`src/rtl/adder_arb_pkg.sv`:
```
// Shared types and helpers for the round-robin adder arbiter.
// Pure declarations: no logic, no latency, no flow control.
// Operand width is fixed by the shared 8-bit adder.
package adder_arb_pkg;

    localparam int DATA_W = 8;

    typedef enum logic [1:0] {
        IDLE = 2'd0,
        CALC = 2'd1,
        RESP = 2'd2
    } state_t;

    function automatic int clog2(input int n);
        int r;
        int v;
        r = 0;
        v = n - 1;
        while (v > 0) begin
            r++;
            v = v >> 1;
        end
        return r;
    endfunction

endpackage

```
`src/rtl/adder_arb_if.sv`:
```
// Request/response bundle between requesting datapaths and the adder arbiter.
// Wires only: no latency; req_ready and rsp_ready carry the backpressure.
// master = requester/consumer side, slave = arbiter side.
interface adder_arb_if
    import adder_arb_pkg::*;
#(
    parameter int NUM_REQ = 4,
    parameter int IDX_W   = 2
);

    logic [NUM_REQ-1:0]        req_valid;
    logic [NUM_REQ*DATA_W-1:0] req_a;
    logic [NUM_REQ*DATA_W-1:0] req_b;
    logic [NUM_REQ-1:0]        req_ready;
    logic                      rsp_valid;
    logic                      rsp_ready;
    logic [DATA_W-1:0]         rsp_sum;
    logic [IDX_W-1:0]          rsp_id;
    logic                      busy;

    modport master (
        output req_valid, req_a, req_b, rsp_ready,
        input  req_ready, rsp_valid, rsp_sum, rsp_id, busy
    );

    modport slave (
        input  req_valid, req_a, req_b, rsp_ready,
        output req_ready, rsp_valid, rsp_sum, rsp_id, busy
    );

endinterface

```
`src/rtl/multibit_adder.sv`:
```
// Unsigned W-bit adder, carry discarded.
// Combinational, zero latency; no flow control.
// Shared resource: only the arbiter drives its inputs.
module multibit_adder #(
    parameter int W = 8
) (
    input  logic [W-1:0] a,
    input  logic [W-1:0] b,
    output logic [W-1:0] out
);

    assign out = a + b;

endmodule

```
`src/rtl/rr_picker.sv`:
```
// Round-robin picker: first valid bit at or above rr_ptr, wrapping to 0.
// Purely combinational, zero latency; no backpressure of its own.
// Wrap compares against NUM_REQ-1 so non-power-of-two counts work.
module rr_picker #(
    parameter int NUM_REQ = 4,
    parameter int IDX_W   = 2
) (
    input  logic [NUM_REQ-1:0] valid,
    input  logic [IDX_W-1:0]   rr_ptr,
    output logic [NUM_REQ-1:0] grant,
    output logic [IDX_W-1:0]   idx,
    output logic               any_valid
);

    logic [IDX_W-1:0] cand;

    always_comb begin
        grant     = '0;
        idx       = '0;
        any_valid = 1'b0;
        cand      = rr_ptr;
        for (int k = 0; k < NUM_REQ; k++) begin
            if (!any_valid && valid[cand]) begin
                any_valid = 1'b1;
                idx       = cand;
            end
            cand = (cand == IDX_W'(NUM_REQ - 1)) ? '0 : cand + IDX_W'(1);
        end
        if (any_valid) begin
            grant[idx] = 1'b1;
        end
    end

endmodule

```
`src/rtl/adder_arbiter.sv`:
```
// Round-robin share of one adder among NUM_REQ requesters; ADDER_ARB_SATURATE_EN clamps overflow to 8'hFF.
// Accept in T, rsp_valid in T+2; one op in flight, issue interval >= 3 cycles.
// Holds RESP until rsp_ready; req_ready stays low while busy.
module adder_arbiter
    import adder_arb_pkg::*;
#(
    parameter int NUM_REQ = 4,
    parameter int IDX_W   = 2
) (
    input  logic        clk,
    input  logic        reset,
    adder_arb_if.slave  bus
);

    if (IDX_W != clog2(NUM_REQ) || NUM_REQ < 2 || NUM_REQ > 8) begin : g_param_chk
        $error("adder_arbiter: NUM_REQ must be 2..8 and IDX_W must equal clog2(NUM_REQ)");
    end

    state_t             state_q, state_d;
    logic [IDX_W-1:0]   rr_ptr_q, rr_ptr_d;
    logic [IDX_W-1:0]   gnt_id_q, gnt_id_d;
    logic [DATA_W-1:0]  op_a_q, op_a_d;
    logic [DATA_W-1:0]  op_b_q, op_b_d;
    logic [DATA_W-1:0]  sum_q, sum_d;
    logic [IDX_W-1:0]   id_q, id_d;
    logic               rsp_vld_q, rsp_vld_d;

    logic [NUM_REQ-1:0] pick_gnt;
    logic [IDX_W-1:0]   pick_idx;
    logic               pick_any;
    logic [DATA_W-1:0]  add_out;
    logic [DATA_W-1:0]  calc_sum;

    rr_picker #(
        .NUM_REQ (NUM_REQ),
        .IDX_W   (IDX_W)
    ) u_picker (
        .valid     (bus.req_valid),
        .rr_ptr    (rr_ptr_q),
        .grant     (pick_gnt),
        .idx       (pick_idx),
        .any_valid (pick_any)
    );

    multibit_adder #(
        .W (DATA_W)
    ) u_adder (
        .a   (op_a_q),
        .b   (op_b_q),
        .out (add_out)
    );

`ifdef ADDER_ARB_SATURATE_EN
    // A wrapped sum is always smaller than either operand.
    assign calc_sum = (add_out < op_a_q) ? '1 : add_out;
`else
    assign calc_sum = add_out;
`endif

    always_comb begin
        state_d   = state_q;
        rr_ptr_d  = rr_ptr_q;
        gnt_id_d  = gnt_id_q;
        op_a_d    = op_a_q;
        op_b_d    = op_b_q;
        sum_d     = sum_q;
        id_d      = id_q;
        rsp_vld_d = rsp_vld_q;
        case (state_q)
            IDLE: begin
                if (pick_any) begin
                    op_a_d   = bus.req_a[pick_idx*DATA_W +: DATA_W];
                    op_b_d   = bus.req_b[pick_idx*DATA_W +: DATA_W];
                    gnt_id_d = pick_idx;
                    state_d  = CALC;
                end
            end
            CALC: begin
                sum_d     = calc_sum;
                id_d      = gnt_id_q;
                rsp_vld_d = 1'b1;
                state_d   = RESP;
            end
            RESP: begin
                if (bus.rsp_ready) begin
                    rsp_vld_d = 1'b0;
                    rr_ptr_d  = (gnt_id_q == IDX_W'(NUM_REQ - 1)) ? '0 : gnt_id_q + IDX_W'(1);
                    state_d   = IDLE;
                end
            end
            default: state_d = IDLE;
        endcase
    end

    always_ff @(posedge clk) begin
        if (reset) begin
            state_q   <= IDLE;
            rr_ptr_q  <= '0;
            gnt_id_q  <= '0;
            op_a_q    <= '0;
            op_b_q    <= '0;
            sum_q     <= '0;
            id_q      <= '0;
            rsp_vld_q <= 1'b0;
        end else begin
            state_q   <= state_d;
            rr_ptr_q  <= rr_ptr_d;
            gnt_id_q  <= gnt_id_d;
            op_a_q    <= op_a_d;
            op_b_q    <= op_b_d;
            sum_q     <= sum_d;
            id_q      <= id_d;
            rsp_vld_q <= rsp_vld_d;
        end
    end

    // Grant is combinational, so it must also be masked while reset is held.
    assign bus.req_ready = (state_q == IDLE && !reset) ? pick_gnt : '0;
    assign bus.rsp_valid = rsp_vld_q;
    assign bus.rsp_sum   = sum_q;
    assign bus.rsp_id    = id_q;
    assign bus.busy      = (state_q != IDLE);

endmodule

```
`src/flat_wrapper.sv`:
```
// flat-port wrapper written by rule: the top's interface ports become plain ports
module adder_arbiter_flat import adder_arb_pkg::*;
#(
    parameter int NUM_REQ = 4,
    parameter int IDX_W   = 2
)
  (clk, reset, bus_req_valid, bus_req_a, bus_req_b, bus_rsp_ready, bus_req_ready, bus_rsp_valid, bus_rsp_sum, bus_rsp_id, bus_busy);
  adder_arb_if #(.NUM_REQ(NUM_REQ), .IDX_W(IDX_W)) bus_i ();
  input  logic clk;
  input  logic reset;
  input wire logic [$bits(bus_i.req_valid)-1:0] bus_req_valid;
  input wire logic [$bits(bus_i.req_a)-1:0] bus_req_a;
  input wire logic [$bits(bus_i.req_b)-1:0] bus_req_b;
  input wire logic [$bits(bus_i.rsp_ready)-1:0] bus_rsp_ready;
  output wire logic [$bits(bus_i.req_ready)-1:0] bus_req_ready;
  output wire logic [$bits(bus_i.rsp_valid)-1:0] bus_rsp_valid;
  output wire logic [$bits(bus_i.rsp_sum)-1:0] bus_rsp_sum;
  output wire logic [$bits(bus_i.rsp_id)-1:0] bus_rsp_id;
  output wire logic [$bits(bus_i.busy)-1:0] bus_busy;
  assign bus_i.req_valid = bus_req_valid;
  assign bus_i.req_a = bus_req_a;
  assign bus_i.req_b = bus_req_b;
  assign bus_i.rsp_ready = bus_rsp_ready;
  assign bus_req_ready = bus_i.req_ready;
  assign bus_rsp_valid = bus_i.rsp_valid;
  assign bus_rsp_sum = bus_i.rsp_sum;
  assign bus_rsp_id = bus_i.rsp_id;
  assign bus_busy = bus_i.busy;
  adder_arbiter #(.NUM_REQ(NUM_REQ), .IDX_W(IDX_W)) u_core (.clk(clk), .reset(reset), .bus(bus_i));
endmodule
```
`config.mk`:
```
export PLATFORM = sky130hd
export DESIGN_NAME = adder_arbiter_flat
export DESIGN_NICKNAME = d
export VERILOG_FILES = /design/src/rtl/adder_arb_pkg.sv /design/src/rtl/adder_arb_if.sv /design/src/rtl/multibit_adder.sv /design/src/rtl/rr_picker.sv /design/src/rtl/adder_arbiter.sv /design/src/flat_wrapper.sv
export SDC_FILE = /design/constraint.sdc
export NUM_CORES = 1
export LEC_CHECK = 0
export BUFFER_PORTS_ARGS = -buffer_cell sky130_fd_sc_hd__buf_2
export CAP_MARGIN = 10
export CELL_PAD_IN_SITES_DETAIL_PLACEMENT = 0
export CELL_PAD_IN_SITES_GLOBAL_PLACEMENT = 1
export CORE_MARGIN = 2
export CORE_UTILIZATION = 33
export DETAILED_ROUTE_END_ITERATION = 7
export PLACE_DENSITY = 0.83
export SYNTH_ARGS = -nofsm -noshare
export SYNTH_HDL_FRONTEND = slang
export SYNTH_HIERARCHICAL = 1
export SYNTH_SLANG_ARGS = --single-unit
```
`constraint.sdc`:
```
create_clock -name clk -period 3.2 [get_ports clk]
set_clock_uncertainty 0.15 [all_clocks]
set_input_delay 0.64 -clock clk [delete_from_list [all_inputs] [get_ports clk]]
set_output_delay 0.64 -clock clk [all_outputs]
set_load 0.01 [all_outputs]
```
==> flow_metrics.tcl, run 1 <==
set metrics [dict create \
    drtAntennaViolNets 0 \
    floorplan.io_pins 87 \
    critical_path_class "register to output port" \
    fin_cells 434 \
    die_width_um 88.9 \
    drt_pass1_iterations 4 \
    grt_max_degree 28 \
    status "complete, but fails checks" \
    gr-total-overflow 0 \
    num_rows 30 \
    fin_ws_ns -0.103 \
    cts_max_path_buffers 2 \
    postPlaceCellArea_um2 2960 \
    initialDrtViolationCount 74 \
    drive_gt1_share_pct 44.1 \
    ctsHoldBuffers 0 \
    ys_warn_count 6 \
    slew_violations 0 \
    maxCapViolCount 0 \
    multi_input_area_um2 1660 \
    grt_use_total_pct 16.3 \
    drc_errors 0 \
    wl_per_cell_um 14.4 \
    htreeDepth 2 \
    cts_root_buffer "clkbuf_8" \
    setup.worst_path.start_class "register" \
    grt_pass1_vias 2166 \
    top_layer "met4" \
    min_path_type "register to register" \
    power_density_nw_per_um2 444 \
    synth_area_per_cell_um2 9.78 \
    synth_top_cell_area_share_pct 27.8 \
    hold_viol_final 0 \
    p_leak_nw 1.41 \
    clkTransAtPathRegs_ns 0.07 \
    cts_sinks 33 \
    numCtsBuffers 5 \
    grt_setup_unrepaired "yes" \
    cts_tree "built" \
    min_period_ns 3.30 \
    yosys_register_bits 33 \
    yosysTopAreaCell "dfxtp_1" \
    max_freq_mhz 303 \
    synthCells 243 \
    wl_met1_um 2920 \
    wl_met3_um 331 \
    synth_edf_count 0 \
    die_y_um 88.9 \
    finalCritPeriodShare_pct 103 \
    yosysSeqAreaShare_pct 27.8 \
    clkLatencyLatePin_ns 0.28 \
    crit_path_max_fanout 6 \
    ir_drop_mv 0.166 \
    core_um2 6870 \
    slew_headroom_pct 54.4 \
    antenna_found_initial 0 \
    cp-end-kind "output port" \
    start_util_pct 34.6 \
    via_count 2228 \
    dp_hpwl_um 4690 \
    viasPerCell 5.13 \
    cp_data_required_time_ns 2.41 \
    gp_congestion 0.802 \
    fillers 674 \
    synthArstFlopShare_pct 0 \
    ys_types 61 \
    synth-main-ff-cell "dfxtp_1" \
    die_area_um2 7900 \
    numPortBuffers 86 \
    areaGrowthSynthToFinish_pct 34.6 \
    antennaDiodeCount 0 \
    design_area_um2 3200 \
    dp.cells 425 \
    arrival_ns 2.51 \
    wirelength_um 6230 \
    wl_met2_um 2890 \
    setup_violations 4 \
    yosys-top-cells-area "dfxtp_1 28%, mux4_2 8.5%, mux4_1 7.7%" \
    fin_nets 418 \
    synth.cell_area_um2 2380 \
    timing.hold.ws_ns 0.300 \
    syn_nets 324 \
    violations "negative setup slack" \
    worst_pin_slew_ns 0.683 \
    grt_pass1_wl_um 10100 \
    regArea_um2 663 \
    power.total_w 0.00142 \
]
[metal layers]
| metal | track usage [%] | vias to the layer above |
|---|---|---|
| met2 | 26.7 | 67 |
| met4 | 5.10 | 0 |
| met5 | 0 | - |
| li1 | - | 1114 |
| met3 | 3.26 | 7 |
| met1 | 21.7 | 1040 |
[flip-flops by register name (all words and copies together) (netlist names)]
name,flops
u_core/state_q,2
u_core/bus.rsp_valid,1
u_core/op_b_q,8
u_core/rr_ptr_q,2
u_core/gnt_id_q,2
u_core/bus.rsp_sum,8
u_core/op_a_q,8
u_core/bus.rsp_id,2
[path summary, 6_finish.rpt]
path,to,slack (ns),depth (start not counted),from
setup / recovery,bus_req_ready[2],-0.10,9,u_core/rr_ptr_q[1]
hold / removal,u_core/bus.rsp_sum[1],0.30,2,u_core/bus.rsp_sum[1]
setup reg to reg,u_core/op_a_q[6],0.18,11,u_core/rr_ptr_q[1]
hold reg to reg,u_core/bus.rsp_sum[1],0.30,2,u_core/bus.rsp_sum[1]
[through the flow]
| stage | setup WS, ns | utilization [%] | TNS, ns |
|---|---|---|---|
| finish | -0.103 | 46.6 | -0.321 |
| global route | -0.196 | 46.6 | -0.719 |
| CTS | -0.120 | 45.7 | -0.406 |
| detailed placement | -0.0301 | 43.1 | -0.134 |
| global placement | -0.0201 | 43.1 | -0.0472 |
| floorplan | 0.0506 | - | 0 |
[Yosys cell counts, drive strengths merged (2+ instances only)]
master	n
or4b	3
nand3b	4
inv	9
clkbuf	5
or3b	4
nand2	25
mux2i	6
nor2b	4
and2	7
nor2	14
buf	12
nor3b	5
o21ai	4
o211ai	4
xnor2	2
ha	9
nor3	2
nor4	3
a22o	16
nand2b	4
or3	2
xor2	2
o311ai	2
mux4	16
a21oi	21
a311oi	2
dfxtp	33
[critical path, cell delays in order (launching register included)]
cell and delay, ns:
dfxtp_2 0.34, ha_4 0.27, buf_6 0.12, or3_4 0.37, a211o_1 0.28, a311oi_2 0.26, o32a_4 0.24, and2_4 0.14
and2_4 0.12, buf_6 0.09
[cells by family (layout without fill, tap and decap cells)]
| kind of cell | Yosys count | in the layout | synth area share, % |
|---|---|---|---|
| AOI/OAI and AO/OA | 65 | 65 | 20.1 |
| DFF | 33 | 33 | 27.8 |
| xor gates and xnor gates | 4 | 4 | 1.47 |
| muxes | 23 | 23 | 19.3 |
| buffers and inverters | 26 | 121 | 5.84 |
| and+or+nand+nor | 82 | 82 | 20.0 |
| adders and majority gates | 10 | 10 | 5.58 |
[power breakdown]
group | internal (W) | leakage [nW] | switching (W) | total, W
logic | 0.000269 | 1.08 | 0.000242 | 0.000511
registers | 0.000465 | 0.272 | 0.0000373 | 0.000502
clock network | 0.000254 | 0.0585 | 0.000154 | 0.000408
[area by class of cell]
class                      instances  area share (%)
clock buffer                       7            2.70
multi-input combinational        184            51.9
inverter                           9            1.06
tap                               96            3.75
timing repair buffer             104            18.9
sequential                        33            20.7
clock inverter                     1           0.939
[repair_timing]
item                                    in CTS  in global routing
pin swaps                                   11                  6
endpoints found under the setup margin       9                  4
buffers inserted                             1                  0
resized for setup                           13                 12
[cell usage in the layout (no fill, tap or decap), drive strengths merged, types with 3 or more instances in the layout]
cell    count
o21ai       4
dfxtp      33
o211ai      4
or3b        4
and2        7
nand2b      4
nand3b      4
inv         9
a22o       16
nor3b       5
ha          9
a21oi      21
or4b        3
mux4       16
mux2i       6
nor2b       4
nand2      25
nor4        3
buf       104
clkbuf      7
nor2       14
(Power assumes the default switching activity.)
==> inputs of run 2 (changes only) <==
- CELL_PAD_IN_SITES_DETAIL_PLACEMENT: 0 -> not set
- CELL_PAD_IN_SITES_GLOBAL_PLACEMENT: 1 -> not set
- CORE_UTILIZATION: 33 -> 45
- PLACE_DENSITY: 0.83 -> 0.84
==> run 2 against run 1 <==
Against the previous run:
- clock-buffer cell count shrank 2
- non-clock buffer count shrank 2
- the run still ends with negative setup slack left
- global-route usage grew 3.8 points
- highest routed layer unchanged
- routed wire length shrank 5.7%
- critical endpoint is now bus_req_ready[0]
- final cell count shrank 6.9%
- largest cell class unchanged
==> flow_metrics.tcl, run 2 (same netlist as run 1, synthesis figures left out) <==
set metrics [dict create \
    status "complete, but fails checks" \
    violations "negative setup slack" \
    drtAntennaViolNets 0 \
    p_leak_nw 1.36 \
    drc_errors 0 \
    drt_pass1_iterations 4 \
    max_freq_mhz 305 \
    setup.worst_path.start_class "register" \
    num_rows 26 \
    drive_gt1_share_pct 41.9 \
    cts_root_buffer "clkbuf_8" \
    final_common_cell "buf_2" \
    gr-total-overflow 0 \
    crit_chain "ha_4 > or4b_4 > a31oi_4 > nor2_1 > o32a_2 > nor3b_2 > and2_1 > buf_2" \
    crit_buf_inv 1 \
    fin_cells 404 \
    power_density_nw_per_um2 419 \
    via_count 2199 \
    mostFrequentLayoutCells "86 x buf_2, 31 x dfxtp_1, 25 x nand2_1" \
    wl_per_cell_um 14.5 \
    finalSetupTns_ns -0.204 \
    initialDrtViolationCount 89 \
    grt_pass1_wl_um 9520 \
    min_path_type "register to register" \
    areaGrowthSynthToFinish_pct 28.6 \
    start_util_pct 46.5 \
    maxCapViolCount 0 \
    wirelength_um 5880 \
    numPortBuffers 86 \
    min_period_ns 3.28 \
    antennaDiodeCount 0 \
    critical_path_class "register to output port" \
    grt_pass1_vias 2021 \
    slowest_stage "or4b_4" \
    clkLatencyLatePin_ns 0.29 \
    clkTransAtPathRegs_ns 0.06 \
    floorplan.io_pins 87 \
    fin_nets 416 \
    die_y_um 76.7 \
    finalCritPeriodShare_pct 102 \
    die_area_um2 5880 \
    core_um2 5110 \
    cp_data_required_time_ns 2.41 \
    grt_max_degree 28 \
    setup_violations 3 \
    cpLargestDelayFamily "simple AND/OR/NAND/NOR gates" \
    dp_hpwl_um 4640 \
    gp_congestion 0.882 \
    arrival_ns 2.49 \
    dp.cells 397 \
    slew_violations 0 \
    grt_use_total_pct 20.1 \
    htreeDepth 2 \
    cts_max_path_buffers 2 \
    die_width_um 76.7 \
    slew_headroom_pct 56.5 \
    worst_pin_slew_ns 0.651 \
    critPathMaxStageDelay_ns 0.50 \
    numCtsBuffers 5 \
    grt_setup_unrepaired "yes" \
    cts_tree "built" \
    ctsHoldBuffers 0 \
    antenna_found_initial 0 \
    fillers 435 \
    fin_ws_ns -0.0762 \
    crit_path_max_fanout 7 \
    hold_viol_final 0 \
    cts_sinks 33 \
    cp-end-kind "output port" \
    viasPerCell 5.44 \
    ir_drop_mv 0.214 \
]
## run 2: final timing paths
path / startpoint / end / slack (ns) / cells after the start
setup / recovery: u_core/rr_ptr_q[0] / bus_req_ready[0] / -0.08 / 8
hold / removal: u_core/bus.rsp_id[0] / u_core/bus.rsp_id[0] / 0.30 / 2
setup reg to reg: u_core/rr_ptr_q[0] / u_core/op_a_q[6] / 0.30 / 9
hold reg to reg: u_core/bus.rsp_id[0] / u_core/bus.rsp_id[0] / 0.30 / 2
## run 2: layer usage
layer  global-route usage, %  up-vias  wire [µm]
met1                    26.9      999       2580
li1                        -     1114          -
met4                    7.09        0         88
met3                    5.29        7        452
met5                       0        -          0
met2                    31.3       79       2750
## run 2: area by class of cell
type / instances / area, µm² / area share [%]
Clock buffer: 5 / 68.8 / 2.25
Timing Repair Buffer: 102 / 571 / 18.7
Clock inverter: 1 / 5.00 / 0.164
Sequential cell: 33 / 663 / 21.7
Inverter: 9 / 33.8 / 1.10
Multi-Input combinational cell: 184 / 1630 / 53.3
Tap cell: 70 / 87.6 / 2.86
## run 2: what timing repair did
item,in CTS,in global routing
pin swaps,9,0
setup buffers,1,0
resized for setup,14,0
setup endpoints to repair,5,4
## run 2: worst register-to-register path, delay by kind of cell (launching register included)
kind / cells / cell delay, ns
buf+inv: 2 / 0.26
mux: 1 / 0.56
flops: 1 / 0.34
simple gates: 2 / 0.60
fa+ha+maj: 1 / 0.31
compound gates: 3 / 0.59
## run 2: stage by stage
step                cell area, µm²  util (%)  total power (W)  setup slack, ns  hold slack, ns
floorplan                     2380         -         0.000858           0.0506           0.298
global placement              2920      57.1         0.000975          -0.0352           0.291
detailed placement            2920      57.1         0.000992          -0.0238           0.297
CTS                           3060      59.9          0.00130          -0.0859           0.306
global route                  3060      59.9          0.00137           -0.180           0.322
finish                        3060      59.9          0.00128          -0.0762           0.302
## run 2: where the power goes
group          total (W)  leakage [nW]  switching, W  internal (W)
clock network   0.000283        0.0399      0.000140      0.000143
registers       0.000506         0.272     0.0000400      0.000465
logic           0.000493          1.05      0.000231      0.000262
